==> src/rtl/drive_pkg.sv <==
// drive_pkg
// Shared encodings for the H-bridge drive controller.
//   state_t    : FSM state encoding driven on the 3-bit state port
//   cmd_t      : decoded motion command (HALT / FWD / REV)
//   DIR_FWD/REV: sensor codes that select forward / reverse motion
//   decode_dir : maps a registered sensor code to a command
//   is_driving : states in which the bridges may be energised
package drive_pkg;

    typedef enum logic [2:0] {
        STOP   = 3'd0,
        ACCEL  = 3'd1,
        CRUISE = 3'd2,
        DECEL  = 3'd3,
        DEADT  = 3'd4
    } state_t;

    typedef enum logic [1:0] {
        CMD_HALT = 2'd0,
        CMD_FWD  = 2'd1,
        CMD_REV  = 2'd2
    } cmd_t;

    localparam logic [3:0] DIR_FWD = 4'b0011;
    localparam logic [3:0] DIR_REV = 4'b1100;

    // Only the two exact codes move the motor; anything else means stop.
    function automatic cmd_t decode_dir(input logic [3:0] code);
        cmd_t c;
        case (code)
            DIR_FWD: c = CMD_FWD;
            DIR_REV: c = CMD_REV;
            default: c = CMD_HALT;
        endcase
        return c;
    endfunction

    function automatic logic is_driving(input state_t s);
        logic d;
        case (s)
            ACCEL, CRUISE, DECEL: d = 1'b1;
            default:              d = 1'b0;
        endcase
        return d;
    endfunction

endpackage

==> src/rtl/drive_ctrl_pwm_gen.sv <==
// pwm_gen
// Free-running 8-bit PWM with a clock prescaler.
//   clk, rst_n : clock, asynchronous active-low reset
//   en         : gate; pwm is forced low when en is 0
//   duty[7:0]  : compare value, pwm high while counter < duty
//   pwm        : registered PWM output
module pwm_gen #(
    parameter int PWM_DIV = 4
) (
    input  logic       clk,
    input  logic       rst_n,
    input  logic       en,
    input  logic [7:0] duty,
    output logic       pwm
);

    localparam int PRE_W = (PWM_DIV > 1) ? $clog2(PWM_DIV) : 1;

    logic [PRE_W-1:0] pre_r;
    logic [7:0]       cnt_r;
    logic             step_s;
    logic             pwm_r;

    assign step_s = (pre_r == PRE_W'(PWM_DIV - 1));
    assign pwm    = pwm_r;

    // Prescaler, PWM counter (wraps 255->0 naturally) and registered compare.
    always_ff @(posedge clk or negedge rst_n) begin
        if (!rst_n) begin
            pre_r <= '0;
            cnt_r <= 8'd0;
            pwm_r <= 1'b0;
        end else begin
            pre_r <= step_s ? '0 : pre_r + PRE_W'(1);
            cnt_r <= step_s ? cnt_r + 8'd1 : cnt_r;
            pwm_r <= en && (cnt_r < duty);
        end
    end

endmodule

==> src/rtl/drive_ctrl.sv <==
// drive_ctrl
// Soft-start / soft-stop H-bridge controller with dead-time on reversal.
//   clk, rst_n        : 25 MHz clock, asynchronous active-low reset
//   dir[3:0]          : debounced direction code from the sensor stage
//   estop             : level-sensitive emergency stop
//   ml_in1/ml_in2     : left bridge direction pins
//   mr_in1/mr_in2     : right bridge direction pins
//   pwm               : shared bridge enable
//   state[2:0]        : current FSM state
//   busy              : high in every state except STOP
module drive_ctrl
    import drive_pkg::*;
#(
    parameter int PWM_DIV   = 4,
    parameter int RAMP_DIV  = 19531,
    parameter int MAX_DUTY  = 255,
    parameter int DEAD_TIME = 250000
) (
    input  logic       clk,
    input  logic       rst_n,
    input  logic [3:0] dir,
    input  logic       estop,
    output logic       ml_in1,
    output logic       ml_in2,
    output logic       mr_in1,
    output logic       mr_in2,
    output logic       pwm,
    output logic [2:0] state,
    output logic       busy
);

    localparam int         RAMP_W = (RAMP_DIV > 1) ? $clog2(RAMP_DIV) : 1;
    localparam int         DEAD_W = (DEAD_TIME > 1) ? $clog2(DEAD_TIME) : 1;
    localparam logic [7:0] MAX_D  = 8'(MAX_DUTY);

    logic [3:0]        dir_q_r;
    logic [RAMP_W-1:0] ramp_r;
    logic [DEAD_W-1:0] dead_r;
    logic [DEAD_W-1:0] dead_s;
    logic [7:0]        duty_r;
    logic [7:0]        duty_s;
    state_t            state_r;
    state_t            state_s;
    cmd_t              cur_dir_r;
    cmd_t              cur_dir_s;
    cmd_t              cmd_s;
    logic              tick_s;
    logic              drive_s;
    logic              ml_in1_r, ml_in2_r, mr_in1_r, mr_in2_r, busy_r;

    assign tick_s = (ramp_r == RAMP_W'(RAMP_DIV - 1));

    // Next-state, next-duty and dead-time reload; estop overrides everything.
    always_comb begin
        cmd_s     = decode_dir(dir_q_r);
        state_s   = state_r;
        duty_s    = duty_r;
        cur_dir_s = cur_dir_r;
        dead_s    = dead_r;
        if (estop) begin
            state_s = DEADT;
            duty_s  = 8'd0;
            dead_s  = DEAD_W'(DEAD_TIME - 1);
        end else begin
            case (state_r)
                STOP: begin
                    duty_s = 8'd0;
                    if (cmd_s != CMD_HALT) begin
                        cur_dir_s = cmd_s;
                        state_s   = ACCEL;
                    end else begin
                        state_s = STOP;
                    end
                end
                ACCEL: begin
                    // A changed command wins over a ramp step in the same cycle.
                    if (cmd_s != cur_dir_r) begin
                        state_s = DECEL;
                    end else begin
                        if (tick_s && (duty_r < MAX_D)) begin
                            duty_s = duty_r + 8'd1;
                        end else begin
                            duty_s = duty_r;
                        end
                        if (duty_s >= MAX_D) begin
                            state_s = CRUISE;
                        end else begin
                            state_s = ACCEL;
                        end
                    end
                end
                CRUISE: begin
                    if (cmd_s != cur_dir_r) begin
                        state_s = DECEL;
                    end else begin
                        state_s = CRUISE;
                    end
                end
                DECEL: begin
                    // Same direction requested again: ramp back up from here.
                    if (cmd_s == cur_dir_r) begin
                        state_s = ACCEL;
                    end else begin
                        if (tick_s && (duty_r != 8'd0)) begin
                            duty_s = duty_r - 8'd1;
                        end else begin
                            duty_s = duty_r;
                        end
                        if (duty_s == 8'd0) begin
                            state_s = DEADT;
                            dead_s  = DEAD_W'(DEAD_TIME - 1);
                        end else begin
                            state_s = DECEL;
                        end
                    end
                end
                DEADT: begin
                    if (dead_r == '0) begin
                        state_s = STOP;
                    end else begin
                        dead_s = dead_r - DEAD_W'(1);
                    end
                end
                default: begin
                    state_s = DEADT;
                    duty_s  = 8'd0;
                    dead_s  = DEAD_W'(DEAD_TIME - 1);
                end
            endcase
        end
        drive_s = is_driving(state_s);
    end

    // State, ramp/dead counters and pins, all registered from next-state values.
    always_ff @(posedge clk or negedge rst_n) begin
        if (!rst_n) begin
            dir_q_r   <= 4'd0;
            ramp_r    <= '0;
            dead_r    <= '0;
            duty_r    <= 8'd0;
            state_r   <= STOP;
            cur_dir_r <= CMD_HALT;
            ml_in1_r  <= 1'b0;
            ml_in2_r  <= 1'b0;
            mr_in1_r  <= 1'b0;
            mr_in2_r  <= 1'b0;
            busy_r    <= 1'b0;
        end else begin
            dir_q_r   <= dir;
            ramp_r    <= tick_s ? '0 : ramp_r + RAMP_W'(1);
            dead_r    <= dead_s;
            duty_r    <= duty_s;
            state_r   <= state_s;
            cur_dir_r <= cur_dir_s;
            ml_in1_r  <= drive_s && (cur_dir_s == CMD_FWD);
            ml_in2_r  <= drive_s && (cur_dir_s == CMD_REV);
            mr_in1_r  <= drive_s && (cur_dir_s == CMD_FWD);
            mr_in2_r  <= drive_s && (cur_dir_s == CMD_REV);
            busy_r    <= (state_s != STOP);
        end
    end

    // PWM is fed next-state values so it stays aligned with the pins.
    pwm_gen #(
        .PWM_DIV(PWM_DIV)
    ) u_pwm_gen (
        .clk  (clk),
        .rst_n(rst_n),
        .en   (drive_s),
        .duty (duty_s),
        .pwm  (pwm)
    );

    assign ml_in1 = ml_in1_r;
    assign ml_in2 = ml_in2_r;
    assign mr_in1 = mr_in1_r;
    assign mr_in2 = mr_in2_r;
    assign busy   = busy_r;
    assign state  = state_r;

endmodule

==> config.mk <==
export PLATFORM = sky130hd
export DESIGN_NAME = drive_ctrl
export DESIGN_NICKNAME = d
export VERILOG_FILES = /design/src/rtl/drive_pkg.sv /design/src/rtl/drive_ctrl_pwm_gen.sv /design/src/rtl/drive_ctrl.sv
export SDC_FILE = /design/constraint.sdc
export NUM_CORES = 1
export LEC_CHECK = 0
export CORE_UTILIZATION = 29
export DETAILED_ROUTE_END_ITERATION = 10
export PLACE_DENSITY_LB_ADDON = 0.12
export SYNTH_ARGS = -nofsm -noshare
export SYNTH_HDL_FRONTEND = slang
export SYNTH_HIERARCHICAL = 1
export SYNTH_SLANG_ARGS = --single-unit
==> constraint.sdc <==
create_clock -name clk -period 8.2 [get_ports clk]
set_input_delay 1.64 -clock clk [delete_from_list [all_inputs] [get_ports clk]]
set_output_delay 1.64 -clock clk [all_outputs]
set_load 0.03 [all_outputs]
### Word-level counts from Yosys, hierarchy flattened

Cells that the tools add are included.

* word-level logic and storage cells: 88
* output and inout bits: 9
* register bits: 64
* bits of input ports: 7

* equal/unequal tests: 19
* add/subtract/negate cells: 6
* muxes and demuxes: 33
* reductions and logical operators: 15
* $lt $le $gt $ge: 3

Operators with widths (count)
* $mux W8: 11
* $mux W18: 4
* $pmux W18 S3: 1
* $pmux W8 S3: 1
* $logic_not A18 Y1: 1
* $sub A18 B1 Y18 const B: 1
* $add A8 B1 Y8 const B: 2
* $add A15 B1 Y15 const B: 1
* $eq A15 B15 Y1 const B: 1
* $mux W15: 1
* $pmux W3 S5: 1
* $eq A3 B2 Y1 const B: 4
* $mux W2: 6
* $mux W3: 4
* $ne A3 B3 Y1 const B: 3
* $ge A8 B8 Y1 const B: 1
* $logic_not A8 Y1: 1
* $lt A8 B8 Y1: 1
* $lt A8 B8 Y1 const B: 1
* $reduce_bool A8 Y1: 1
* $sub A8 B1 Y8 const B: 1
* $eq A3 B1 Y1 const B: 2
* $reduce_or A3 Y1: 2
* $logic_and A1 B1 Y1: 5
* 16 further kinds: 19

### Depth between registers and ports, before layout

* depth in word-level cells: 15
* depth in mapped cells: 15
* depth with buffers taken out: 14

### Hierarchy

Netlist, hierarchy kept.

Modules (own cells, without submodules)
* drive_ctrl: cells each 364, instances 1, sequential area each 1326.3 um^2, area each 3289.4 um^2
* pwm_gen: cells each 54, instances 1, sequential area each 275.3 um^2, area each 631.9 um^2

### Least setup slack after synthesis

Ideal clock, no wire load.

* path type: input -> register
* start point: input estop
* end point: register u_pwm_gen.pwm_r, in the netlist u_pwm_gen/pwm
* library setup time: 0.094 ns
* data arrival time: 3.283 ns
* cell stages on the path: 8
* slack: 4.823 ns
* path buffers: 1
* required time: 8.106 ns
* path through: or3_1 buf_1 nor3_1 inv_1 ha_1 a211oi_2 o21ai_1 a221oi_2

* elaborated cells between the ends (all ways): 9
* classes of those cells: 1 x order compare; 3 x eq/ne; 3 x mux; 2 x reduce/logical

RTL lines
* from (decl): RTL line drive_ctrl.sv:22 `input logic estop,`
* $mux W8: RTL line drive_ctrl.sv:60 `if (estop) begin`
* named net duty_s[3]: RTL line drive_ctrl.sv:41 `logic [7:0] duty_s;`
* $lt A8 B8 Y1: RTL line drive_ctrl_pwm_gen.sv:36 `pwm_r <= en && (cnt_r < duty);`
* $logic_and A1 B1 Y1: RTL line drive_ctrl_pwm_gen.sv:36
* to (signal assigned): RTL line drive_ctrl_pwm_gen.sv:36
* to (decl): RTL line drive_ctrl_pwm_gen.sv:22 `logic pwm_r;`

The timed path passes the listed nets, and every way through them passes these cells.
A chain may end at the register's enable or synchronous reset.

### Final worst setup path

Same ends and word-level chain as after synthesis.

==> flow_summary.json <==
{
  "crit_path_top_delay_cell": "or3_1",
  "slowest_delay_ps": 540,
  "htreeDepth": 3,
  "synth-seq-cells": 64,
  "top_layer": "met4",
  "clockBufferDepth": 2,
  "cp-startpoint": "estop",
  "r2r_slack_ps": 4610,
  "ys_warn_count": 6,
  "antenna_found_initial": 0,
  "timing.hold.ws_ps": 430,
  "worstSetupPathType": "input port to register",
  "grt_max_degree": 65,
  "cts_resized": 0,
  "dp_hpwl_um": 6480,
  "synth_ff_type": "dfrtp_1",
  "dr_wl_met2_um": 3980,
  "r2r-start": "dir_q_r[3]",
  "worst_slew_pin_slew_ps": 867,
  "die_x_um": 118,
  "peakVddDrop_mv": 0.0935,
  "yosysSeqAreaShare_pct": 40.8,
  "clkSinkCount": 64,
  "setup_viol": 0,
  "cts_made_buffers": 9,
  "dp_slack_ps": 4080,
  "ant_nets": 0,
  "path_max_fanout": 8,
  "synth_edf_count": 0,
  "relSlewSlack_pct": 41.5,
  "fillers": 1340,
  "cts_root_buf": "clkbuf_16",
  "reg2regPathDepth": 12,
  "pin_count": 16,
  "drc": 0,
  "yosysUniqueCellTypes": 76,
  "drv_cap": 0,
  "p_leak_nw": 1.79,
  "min_from": "u_pwm_gen/pre_r[0]",
  "cts_setup_buffers": 0,
  "vias": 3081,
  "wl_met1_um": 4680,
  "fin_nets": 449,
  "hold_path_end": "u_pwm_gen/pre_r[0]",
  "hold_class": "register to register",
  "gp_congestion": 0.805,
  "post_drt_wl_per_cell_um": 14.9,
  "diodes": 0,
  "final-max-slew-violation-count": 0,
  "area_growth_pct": 14.7,
  "rsz0062_at_grt": "false",
  "die_height_um": 118,
  "crit_required_ps": 8430,
  "critPathArrivalTime_ps": 3970,
  "start_util_pct": 29.7,
  "endpoint_kind": "register",
  "postSynthAreaPerCell_um2": 9.38,
  "dr_wl_met3_um": 243,
  "coreArea_um2": 13200,
  "r2r_end": "u_pwm_gen/pwm",
  "skew_ps": 7.52,
  "fp-row-count": 42,
  "async_reset_ff_share_pct": 100,
  "postLayoutSetupSlackWorst_ps": 4460,
  "port_buffers": 15,
  "total_power_mw": 0.722,
  "cp.buffers_inverters": 2,
  "clkTransAtPathRegs_ps": 50,
  "max_freq_mhz": 267,
  "drive_gt1_share_pct": 8.84,
  "drt_iter0_markers": 181,
  "overflow": 0,
  "finalCriticalPeriod_ps": 3740,
  "dieArea_um2": 14000,
  "setup_total_negative_slack_ps": 0,
  "syn-cell-area_um2": 3920,
  "grtUsageTotal_pct": 14.1,
  "status": "finished clean",
  "min_delay_path_depth": 1,
  "grt_pass1_wl_um": 15700,
  "hold_viol_final": 0,
  "cts_tree": "yes",
  "postRouteWirelength_um": 9010,
  "finalCritPeriodShare_pct": 45.6,
  "clock_latency_ps": 330,
  "synth_nets": 440,
  "path_cells": "clkdlybuf4s50_1 -> or3_1 -> nor3_1 -> inv_1 -> ha_1 -> a211oi_2 -> o21ai_1 -> a221oi_2",
  "final_cell_mix": "dfrtp_1 (64), nor2_1 (44), nand2_1 (35)",
  "cp_top_family": "simple AND/OR/NAND/NOR gates",
  "dp_cells": 592,
  "hold_buffers": 0,
  "syn_inst": 418,
  "stdcell_count": 606,
  "grt_pass1_vias": 3068,
  "via_per_inst": 5.08,
  "first_pass_iters": 4,
  "final_common_cell": "dfrtp_1",
  "worstSetupStartpointType": "input port",
  "power.density_nw_per_um2": 161
}
-- flip-flops by register name, summed over array words and instances, names as in the netlist, 2 cells and up --
name / count
duty_r: 8
dir_q_r: 4
u_pwm_gen/cnt_r: 8
ramp_r: 15
dead_r: 18
state: 3
cur_dir_r: 2
u_pwm_gen/pre_r: 2
-- worst reg2reg max path: stages, from the launching register on --
cell and delay (ps):
dfrtp_1 410, nor4bb_1 350, or4_1 200, and3_1 280
nand4_1 500, nor2_1 380, a221oi_1 120, nor3_1 260
inv_1 70, ha_1 320, a211oi_2 220, o21ai_1 110
a221oi_2 260
-- power breakdown --
| part | switching (mW) | internal, mW | total, mW |
|---|---|---|---|
| Clock | 0.133 | 0.247 | 0.380 |
| Sequential | 0.00277 | 0.318 | 0.321 |
| Combinational | 0.0132 | 0.00722 | 0.0204 |
| Total | 0.149 | 0.573 | 0.722 |
-- layout make-up --
cell class | count | area [um2] | share of cell area, %
clock buffers | 11 | 253 | 5.62
clock inverters | 3 | 42.5 | 0.946
inverters | 18 | 67.6 | 1.50
multi-input cells | 318 | 2160 | 48.0
flip-flops and latches | 64 | 1600 | 35.6
well taps | 176 | 220 | 4.90
repair buffers | 16 | 153 | 3.39
-- synthesized netlist by cell type (7+ instances only) --
library cell  instances  area, um2
dfrtp_1              64       1600
nor2_1               44        165
nand2_1              35        131
nand3_1              21        105
inv_1                18       67.6
xnor2_1              18        158
a21oi_1              17       85.1
ha_1                 15        188
nor3_1               15       75.1
xor2_1               15        131
nand4_1              11       68.8
o21ai_0              11       55.1
a31oi_1              10       62.6
clkbuf_1             10       37.5
or3_1                 7       43.8
-- metrics by stage --
stage	cell area [um2]	util, %
after floorplan	3920	-
after global placement	4200	31.9
after detailed placement	4200	31.9
after CTS	4500	34.1
after global routing	4500	34.1
final	4500	34.1
-- kinds of logic (layout without fill, tap and decap cells) --
| family | Yosys count | in the layout | synth area share, % |
|---|---|---|---|
| and+or+nand+nor | 189 | 189 | 27.3 |
| AOI/OAI and AO/OA | 79 | 79 | 15.1 |
| DFF | 64 | 64 | 40.8 |
| buffers and inverters | 36 | 48 | 4.08 |
| xor gates and xnor gates | 33 | 33 | 7.37 |
| adders and majority gates | 15 | 15 | 4.79 |
| muxes | 2 | 2 | 0.542 |
-- routing by layer --
metal | vias up | track usage (%)
met2 | 33 | 21.3
li1 | 1552 | -
met5 | - | 0
met4 | 0 | 5.53
met1 | 1487 | 19.3
met3 | 9 | 3.52
-- worst max path at each step --
stage / to / slack [ps] / cells past startpoint
6_report: u_pwm_gen/pwm / 4460 / 8
5_1_grt: u_pwm_gen/pwm / 4250 / 12
2_1_floorplan: u_pwm_gen/pwm / 4820 / 8
3_3_place_gp: u_pwm_gen/pwm / 4210 / 8
3_5_place_dp: u_pwm_gen/pwm / 4080 / 8
4_1_cts: u_pwm_gen/pwm / 4420 / 8
Power figures use the tool's default switching activity.
